===== config.mk =====
export PLATFORM = sky130hd
export DESIGN_NAME = instr_fetch_buffer
export DESIGN_NICKNAME = d
export VERILOG_FILES = /design/src/rtl/instr_fetch_buffer.sv
export SDC_FILE = /design/constraint.sdc
export NUM_CORES = 1
export LEC_CHECK = 0
export CAP_MARGIN = 20
export CORE_UTILIZATION = 40
export CTS_CLUSTER_SIZE = 24
export DETAILED_ROUTE_END_ITERATION = 10
export GPL_ROUTABILITY_DRIVEN = 0
export HOLD_SLACK_MARGIN = 0.15
export SLEW_MARGIN = 20
export SYNTH_ARGS = -nofsm -noshare
export SYNTH_HDL_FRONTEND = slang
export SYNTH_SLANG_ARGS = --single-unit

===== constraint.sdc =====
create_clock -name clk -period 4.96 [get_ports clk]
set_input_delay 0.496 -clock clk [delete_from_list [all_inputs] [get_ports clk]]
set_output_delay 0.496 -clock clk [all_outputs]
set_load 0.01 [all_outputs]

===== src/rtl/instr_fetch_buffer.sv =====
// instr_fetch_buffer
//   Small synchronous FIFO between the instruction-memory fetch port and the
//   decode stage. Each entry holds a 32-bit instruction word and its address.
//   The head entry is presented combinationally; when the buffer is empty the
//   outputs show NOP_INSTR / 0, so no storage X can reach decode.
//
// Ports
//   clk        clock, all state changes on the rising edge
//   rst        synchronous active-low reset
//   flush      discard all entries (branch redirect / trap)
//   in_valid   fetch presents a word this cycle
//   in_instr   fetched instruction word (bit 0 = MSB)
//   in_ia      instruction address of in_instr
//   in_ready   buffer can accept a word (registered count only)
//   out_valid  head entry valid
//   out_instr  head instruction word, NOP_INSTR when empty
//   out_ia     head instruction address, 0 when empty
//   out_ready  decode consumes the head this cycle
//   count      current occupancy, 0..DEPTH
module instr_fetch_buffer #(
  parameter int unsigned  DEPTH     = 4,
  parameter int unsigned  PTR_W     = 2,
  parameter logic [0:31]  NOP_INSTR = 32'h0
) (
  input  logic           clk,
  input  logic           rst,
  input  logic           flush,
  input  logic           in_valid,
  input  logic [0:31]    in_instr,
  input  logic [0:31]    in_ia,
  output logic           in_ready,
  output logic           out_valid,
  output logic [0:31]    out_instr,
  output logic [0:31]    out_ia,
  input  logic           out_ready,
  output logic [0:PTR_W] count
);

  localparam logic [PTR_W:0] FULL_CNT = (PTR_W+1)'(DEPTH);

  logic [0:31]      instr_q [DEPTH];
  logic [0:31]      ia_q    [DEPTH];
  logic [PTR_W-1:0] rd_ptr_q, rd_ptr_d;
  logic [PTR_W-1:0] wr_ptr_q, wr_ptr_d;
  logic [PTR_W:0]   count_q,  count_d;
  logic             push, pop;

  // Handshake flags come from registered count only, so out_ready never
  // reaches in_ready combinationally; a pop while full cannot admit a push.
  assign in_ready  = (count_q != FULL_CNT);
  assign out_valid = (count_q != '0);
  assign push      = in_valid & in_ready;
  assign pop       = out_valid & out_ready;

  assign out_instr = out_valid ? instr_q[rd_ptr_q] : NOP_INSTR;
  assign out_ia    = out_valid ? ia_q[rd_ptr_q]    : '0;
  assign count     = count_q;

  always_comb begin
    rd_ptr_d = rd_ptr_q;
    wr_ptr_d = wr_ptr_q;
    count_d  = count_q;
    if (flush) begin
      rd_ptr_d = '0;
      wr_ptr_d = '0;
      count_d  = '0;
    end else begin
      if (push) wr_ptr_d = wr_ptr_q + 1'b1;
      if (pop)  rd_ptr_d = rd_ptr_q + 1'b1;
      unique case ({push, pop})
        2'b10:   count_d = count_q + 1'b1;
        2'b01:   count_d = count_q - 1'b1;
        default: count_d = count_q;
      endcase
    end
  end

  always_ff @(posedge clk) begin
    if (!rst) begin
      rd_ptr_q <= '0;
      wr_ptr_q <= '0;
      count_q  <= '0;
    end else begin
      rd_ptr_q <= rd_ptr_d;
      wr_ptr_q <= wr_ptr_d;
      count_q  <= count_d;
    end
  end

  // Storage is not reset; outputs are gated by count instead.
  always_ff @(posedge clk) begin
    if (rst && !flush && push) begin
      instr_q[wr_ptr_q] <= in_instr;
      ia_q[wr_ptr_q]    <= in_ia;
    end
  end

endmodule


### After elaboration in Yosys (flattened, before gate mapping)

Memory sizes are Yosys's and may differ from the RTL's. A register that Yosys moved wholly into a read port is not among the register bits.
Cells that the tools add are included.
W data, S select, Z words.

* register bits: 7
* bits in writable memories: 256
* input bits: 69
* output and inout bits: 69
* logic and storage cells: 30
* memories: 2

* $add $sub $neg: 4
* equality and inequality tests: 3
* muxes and demuxes: 9
* bitwise gates (word level): 3
* reductions and logical operators: 6

Memories
* ia_q: depth 4, width 32, read ports 1, clocked after memory_dff 1, wr ports 1, RTL line 42 `logic [0:31] ia_q [DEPTH];`
* instr_q: depth 4, width 32, read ports 1, clocked after memory_dff 1, wr ports 1, RTL line 41 `logic [0:31] instr_q [DEPTH];`

Operators with widths (count)
* $mux W32: 2
* $mux W2: 4
* $pmux W3 S2: 1
* $add A2 B1 Y2 const B: 2
* $add A3 B1 Y3 const B: 1
* $ne A3 B3 Y1 const B: 1
* $reduce_bool A3 Y1: 1
* $sub A3 B1 Y3 const B: 1
* $and A1 B1 Y1: 2
* $eq A2 B1 Y1 const B: 1
* $eq A2 B2 Y1 const B: 1
* $logic_and A1 B1 Y1: 2
* $mux W1: 2
* $reduce_bool A2 Y1: 1
* $reduce_or A2 Y1: 1
* $logic_not A1 Y1: 1
* $not A1 Y1: 1

### Logic depth before layout (Yosys ltp)

Gate-level depths: netlist of the first run.

* depth in word-level cells: 5
* gate-level depth with buffers: 9
* depth with buffers taken out: 9

### Least setup slack after synthesis of the first run

OpenSTA, ideal clock, no wires.

* path kind: register to register
* start: register count_q[0] (netlist: count[2])
* end: memory ia_q[0][0] in the netlist's numbering, enable pin
* library setup time: 0.429 ns
* data arrival time: 2.428 ns
* data required time: 4.531 ns
* slack: 2.103 ns
* cell stages (with the launch flop): 4
* buffers on the path: 0
* clock period less this slack: 2.857 ns
* cell sequence: dfxtp_1 or3b_1 and2_4 and3_1

* longest elaborated chain between the ends: 5

Ends and longest elaborated chain
* start, declared: RTL line 45 `logic [PTR_W:0] count_q, count_d;`
* start signal, assigned: RTL line 86 `count_q <= count_d;`
* $ne A3 B3 Y1: RTL line 50 `assign in_ready = (count_q != FULL_CNT);`
* via in_ready: RTL line 31 `output logic in_ready,`
* $and A1 B1 Y1: RTL line 52 `assign push = in_valid & in_ready;`
* $logic_and A1 B1 Y1: RTL line 92 `if (rst && !flush && push) begin`
* $mux W1: RTL line 92
* $mux W1 (implied by the code): RTL line 94 `ia_q[wr_ptr_q] <= in_ia;`
* end, declared: RTL line 42

The timed path passes the listed nets, and every way through them passes these cells.

==> results.json, run 1 <==
{
  "layout_setup_ws_ns": 1.38,
  "path_delay_family": "flip-flops",
  "clk_pin_slew_ns": 0.06,
  "dp_hpwl_um": 10300,
  "yosysSeqAreaShare": 0.770,
  "drt_iter0_markers": 281,
  "num_vias": 4810,
  "rsz0062_at_grt": "false",
  "hold_start": "rd_ptr_q[0]$_SDFFE_PP0P_",
  "dp.cells": 906,
  "synth_fp_nets": 532,
  "hold_viol": 0,
  "die-area_um2": 26200,
  "crit_slowest_cell": "dfxtp_4",
  "finalClockSkew_ns": 0.0158,
  "hold_depth": 2,
  "dp_slack_ns": 1.78,
  "grt_pass1_wl_um": 29600,
  "post_cts.repair.setup_buffers": 0,
  "path_max_fanout": 45,
  "status": "finished, final reports clean",
  "area_delta_synth_final_pct": 24.2,
  "min_period_ns": 3.58,
  "cp-end-kind": "primary output",
  "cts_root_buf": "clkbuf_16",
  "dr.pass1.iters": 4,
  "antenna_found_initial": 1,
  "ys_warn_count": 0,
  "finalSetupViolCount": 0,
  "ys_top_cells_by_area": "edfxtp_1, mux4_2, and2_1, dfxtp_1, buf_12",
  "crit_chain": "buf_4 > mux4_2 > and2_1 > clkdlybuf4s50_1",
  "slew_headroom": 0.294,
  "grt_pass1_vias": 5355,
  "max-vdd-ir-drop_v": 0.000191,
  "synth-edff-count": 256,
  "r2r-start": "count[0]$_SDFFE_PP0P_",
  "cts.sinks": 265,
  "drv_slew": 0,
  "min_path_type": "reg2reg",
  "criticalPathCategory": "reg2out",
  "synth_seq_cells": 265,
  "cp_num_buf_inv": 2,
  "vias_per_cell": 5.05,
  "max_cap_violations": 0,
  "period_share": 0.722,
  "p_leak_nw": 3.97,
  "cp.required_ns": 4.46,
  "drive_gt1_frac": 0.175,
  "cp-start-kind": "flop",
  "cts_tree": "done",
  "fmax_ghz": 0.279,
  "die_x_um": 162,
  "finalWirelength_um": 18900,
  "synth_compound_area_frac": 0.00478,
  "worstSkewPairLatency_ns": 0.52,
  "grt_max_degree": 66,
  "r2r_cells": 9,
  "initial_core_util": 0.407,
  "synth-adder-area-share": 0.00808,
  "synthArstFlopShare": 0,
  "syn_inst": 457,
  "max_stage_delay_ns": 0.95,
  "syn_area_per_cell_um2": 22.4,
  "n_antenna_cell": 0,
  "p_per_area_nw_per_um2": 366,
  "reg2reg_slack_ns": 2.49,
  "overflow": 0,
  "ctsResizeCount": 0,
  "synth_top_area_cell": "edfxtp_1",
  "nets": 679,
  "synthMuxAreaShare": 0.143,
  "die_h_um": 162,
  "track_usage": 0.148,
  "synth_top_area_share": 0.752,
  "ios": 138,
  "rows": 58,
  "cts_hold_buf": 0,
  "layout.cells.non_filler": 953,
  "synth_cell_types": 28,
  "critical_path_arrival_ns": 3.08,
  "cts_made_buffers": 26,
  "drtAntennaViolNets": 0,
  "synth_top_family_by_area": "multiplexers",
  "drc": 0,
  "synth_area_um2": 10200,
  "coreArea_um2": 25100,
  "r2r_end": "count[0]$_SDFFE_PP0P_",
  "fin_setup_tns_ns": 0,
  "h-tree-depth": 1,
  "tightest_slew_ns": 1.06,
  "synth_top_flop_cell": "edfxtp_1",
  "numPortBuffers": 137,
  "wl_per_cell_um": 19.8,
  "synth_xor_xnor_area_share": 0.00343,
  "clk_path_buf_depth": 3,
  "yosys.area_share.simple": 0.0496
}
==> layer usage <==
metal | vias to the layer above | part of all wire | track usage
met5 | - | 0.00069 | 0
met4 | 2 | 0.021 | 0.0407
met3 | 37 | 0.055 | 0.0296
met2 | 134 | 0.49 | 0.250
met1 | 2487 | 0.43 | 0.196
li1 | 2150 | - | -
==> registers in the layout, summed over array words and instances, names as in the netlist, named ones only <==
| signal | cells |
|---|---|
| wr_ptr_q | 2 |
| count | 3 |
| rd_ptr_q | 2 |
| ia_q | 128 |
| instr_q | 128 |
==> stage by stage <==
stage / hold slack [ns] / power (mW) / util / cell area, um^2
floorplan: 0.470 / 2.64 / - / 10200
global placement: 0.481 / 2.80 / 0.472 / 11900
detailed placement: 0.527 / 2.81 / 0.472 / 11900
CTS: 0.542 / 4.69 / 0.505 / 12700
global route: 0.572 / 4.79 / 0.505 / 12700
finish: 0.533 / 4.64 / 0.505 / 12700
==> where the power goes <==
group / internal (mW) / switching (mW)
Combinational: 0.151 / 0.115
Clock: 1.11 / 0.773
Sequential: 2.48 / 0.0126
Total: 3.74 / 0.900
==> how the worst max path moves through the flow <==
stage / from / endpoint / slack [ns] / cells past startpoint
after global placement: flop / out_instr[30] / 1.79 / 4
after global routing: flop / out_instr[30] / 1.07 / 4
after floorplan: count[2]$_SDFFE_PP0P_ / ia_q[0][0]$_DFFE_PP_ / 2.10 / 3
after detailed placement: flop / out_instr[30] / 1.78 / 4
after CTS: flop / out_instr[30] / 1.23 / 4
final: flop / out_ia[17] / 1.38 / 4
==> cell usage after synthesis, drive strengths merged, types with 2 or more instances <==
master / n
or3: 2
mux4: 64
dfxtp: 9
xor2: 4
o21ai: 2
a21oi: 2
and3: 4
nand4: 2
buf: 13
nor2: 6
ha: 5
clkbuf: 8
inv: 7
edfxtp: 256
o31ai: 2
and2: 65
==> placed cells by master (no fill, tap or decap), types with 2 or more instances in the layout <==
cell type	n
and3_4	4
bufinv_16	2
dfxtp_1	7
nand4_1	2
inv_1	7
edfxtp_1	256
clkbuf_1	6
mux4_1	4
clkbuf_16	27
nor2_1	6
mux4_2	60
buf_4	3
o21ai_0	2
dfxtp_4	2
clkinv_1	4
clkdlybuf4s50_1	137
and2_1	64
a21oi_1	2
clkinv_2	6
xor2_1	4
ha_1	5
==> logic make-up after synthesis <==
logic type	count (synthesis)
adder cells (fa/ha/maj)	6
multiplexers	64
AND/OR/NAND/NOR	83
buffers and inverters	28
XOR/XNOR	4
flip-flops	265
AO/OA/AOI/OAI	7
==> worst register-to-register path: stages (launching register included) <==
cell     delay [ns]
dfxtp_1        0.42
or3b_1         0.44
and2_4         0.21
inv_1          0.07
ha_1           0.19
inv_1          0.06
fa_1           0.37
xor2_1         0.15
or3_1          0.33
a21oi_1        0.14
==> cell type report <==
class                      instances  area, um^2
clock buffer                      34         712
clock inverter                    13         113
sequential                       265        7880
timing repair buffer             140        1390
multi-input combinational        164        2150
inverter                           7        26.3
fill                            2081       12400
tap                              330         413
Note: power is estimated with default switching activity, not from simulation.
==> run 2: changes to the inputs <==
==> constraint.sdc (replaced) <==
create_clock -name clk -period 3.1 [get_ports clk]
set_input_delay 0.31 -clock clk [delete_from_list [all_inputs] [get_ports clk]]
set_output_delay 0.31 -clock clk [all_outputs]
set_load 0.01 [all_outputs]
==> results.json, run 2 (synthesized netlist as in run 1, its figures left out) <==
{
  "status": "finished, final reports clean",
  "criticalPathCategory": "reg2out",
  "wl_met3_um": 1050,
  "met2_length_um": 9990,
  "p_per_area_nw_per_um2": 590,
  "clk_pin_slew_ns": 0.06,
  "dp_slack_ns": 0.476,
  "wl_per_cell_um": 20.0,
  "drc": 0,
  "die_h_um": 162,
  "slew_headroom": 0.697,
  "drive_gt1_frac": 0.195,
  "wl_met1_um": 8040,
  "dr.pass1.iters": 4,
  "finalSetupViolCount": 0,
  "die-area_um2": 26200,
  "overflow": 0,
  "r2r_cells": 9,
  "finalWirelength_um": 19400,
  "die_x_um": 162,
  "period_share": 0.950,
  "tightest_slew_ns": 0.454,
  "topRoutingLayerUsed": "met5",
  "whs_ns": 0.415,
  "crit_path_end": "out_instr[30]",
  "rows": 58,
  "power.total_mw": 7.66,
  "cts.sinks": 265,
  "postPlaceCellArea_um2": 12100,
  "grt_pass1_wl_um": 30200,
  "nets": 691,
  "layout.cells.non_filler": 967,
  "reg2reg_slack_ns": 0.59,
  "track_usage": 0.152,
  "internal_power_mw": 6.15,
  "n_antenna_cell": 0,
  "fin_setup_tns_ns": 0,
  "dp.cells": 917,
  "fin_area_um2": 13000,
  "cts_made_buffers": 27,
  "rsz0062_at_grt": "false",
  "critical_path_arrival_ns": 2.63,
  "cts_hold_buf": 0,
  "dp_hpwl_um": 11600,
  "drt_iter0_markers": 341,
  "clk_path_buf_depth": 3,
  "ios": 138,
  "cp-start-kind": "flop",
  "r2r_end": "count[0]$_SDFFE_PP0P_",
  "worstSkewPairLatency_ns": 0.53,
  "layout_setup_ws_ns": 0.155,
  "fmax_ghz": 0.340,
  "hold_viol": 0,
  "combPwrFrac": 0.057,
  "antenna_found_initial": 1,
  "grt_max_degree": 40,
  "grt_pass1_vias": 5345,
  "p_leak_nw": 4.09,
  "cts_root_buf": "clkbuf_16",
  "cts_tree": "done",
  "initial_core_util": 0.407,
  "fin_util": 0.517,
  "cp-end-kind": "primary output",
  "hold_start": "in_ia[27]",
  "numPortBuffers": 137,
  "clkPwrFrac": 0.423,
  "layout_commonest_cell": "edfxtp_1",
  "num_vias": 4868,
  "layout_common_cells": "edfxtp_1, clkdlybuf4s50_1, and2_1",
  "fillCellCount": 2056,
  "cp.required_ns": 2.79,
  "path_max_fanout": 20,
  "netSwitchingFraction": 0.197,
  "vias_per_cell": 5.03,
  "min_period_ns": 2.94,
  "drtAntennaViolNets": 0,
  "h-tree-depth": 1,
  "seq_power_share": 0.520,
  "min_path_type": "in2reg",
  "max_cap_violations": 0,
  "area_delta_synth_final_pct": 27.0,
  "finalClockSkew_ns": 0.0208,
  "drv_slew": 0,
  "p_switching_mw": 1.51,
  "max-vdd-ir-drop_v": 0.000358,
  "r2r-start": "count[0]$_SDFFE_PP0P_",
  "coreArea_um2": 25100
}
==> run 2: cell types whose count changed in the layout (fill, tap and decap cells not counted) <==
| cell | previous run | this run |
|---|---|---|
| buf_12 | 0 | 11 |
| clkbuf_1 | 6 | 3 |
| inv_6 | 0 | 3 |
| bufinv_16 | 2 | 4 |
| clkinv_1 | 4 | 6 |
| clkbuf_8 | 1 | 0 |
| clkinv_2 | 6 | 5 |
| clkinvlp_4 | 1 | 2 |
| or3_2 | 1 | 0 |
| or3_4 | 0 | 1 |
==> run 2: layout make-up <==
cell class                 count  area, um^2  area share
sequential                   265        7880       0.607
multi-input combinational    164        2150       0.166
timing repair buffer         151        1610       0.124
clock buffer                  30         687      0.0529
tap                          330         413      0.0318
clock inverter                20         209      0.0161
inverter                       7        26.3     0.00202
==> run 2: per-layer routing <==
layer	vias to the layer above	GRT usage
li1	2181	-
met4	2	0.0360
met5	-	0
met3	27	0.0314
met1	2541	0.195
met2	117	0.265
==> run 2: worst min-delay path by stage <==
stage	to	slack (ns)	cells past startpoint
after floorplan	ia_q[0][0]$_DFFE_PP_	0.41	0
after global placement	wr_ptr_q[0]$_SDFFE_PP0P_	0.48	2
after detailed placement	flop	0.51	2
after CTS	instr_q[3][1]$_DFFE_PP_	0.39	1
after global routing	ia_q[1][30]$_DFFE_PP_	0.41	1
final	ia_q[0][4]$_DFFE_PP_	0.42	1
==> run 2: what timing repair did <==
| action | CTS | global route |
|---|---|---|
| gates resized for setup | 1 | 0 |
| setup buffers | 0 | 0 |
| endpoints found under the setup margin | 31 | 0 |
==> run 2: power by group through the flow <==
stage / Combinational, mW / Clock, mW / Sequential, mW
5_1_grt: 0.476 / 3.44 / 3.98
4_1_cts: 0.451 / 3.32 / 3.98
3_3_place_gp: 0.437 / 0 / 4.05
3_5_place_dp: 0.448 / 0 / 4.05
6_report: 0.440 / 3.24 / 3.98
2_1_floorplan: 0.178 / 0 / 4.05
==> run 2: critical path: stages (launching register included) <==
cell and delay, ns:
dfxtp_4 0.59, buf_12 0.26, mux4_1 0.58, and2_1 0.17
clkdlybuf4s50_1 0.49
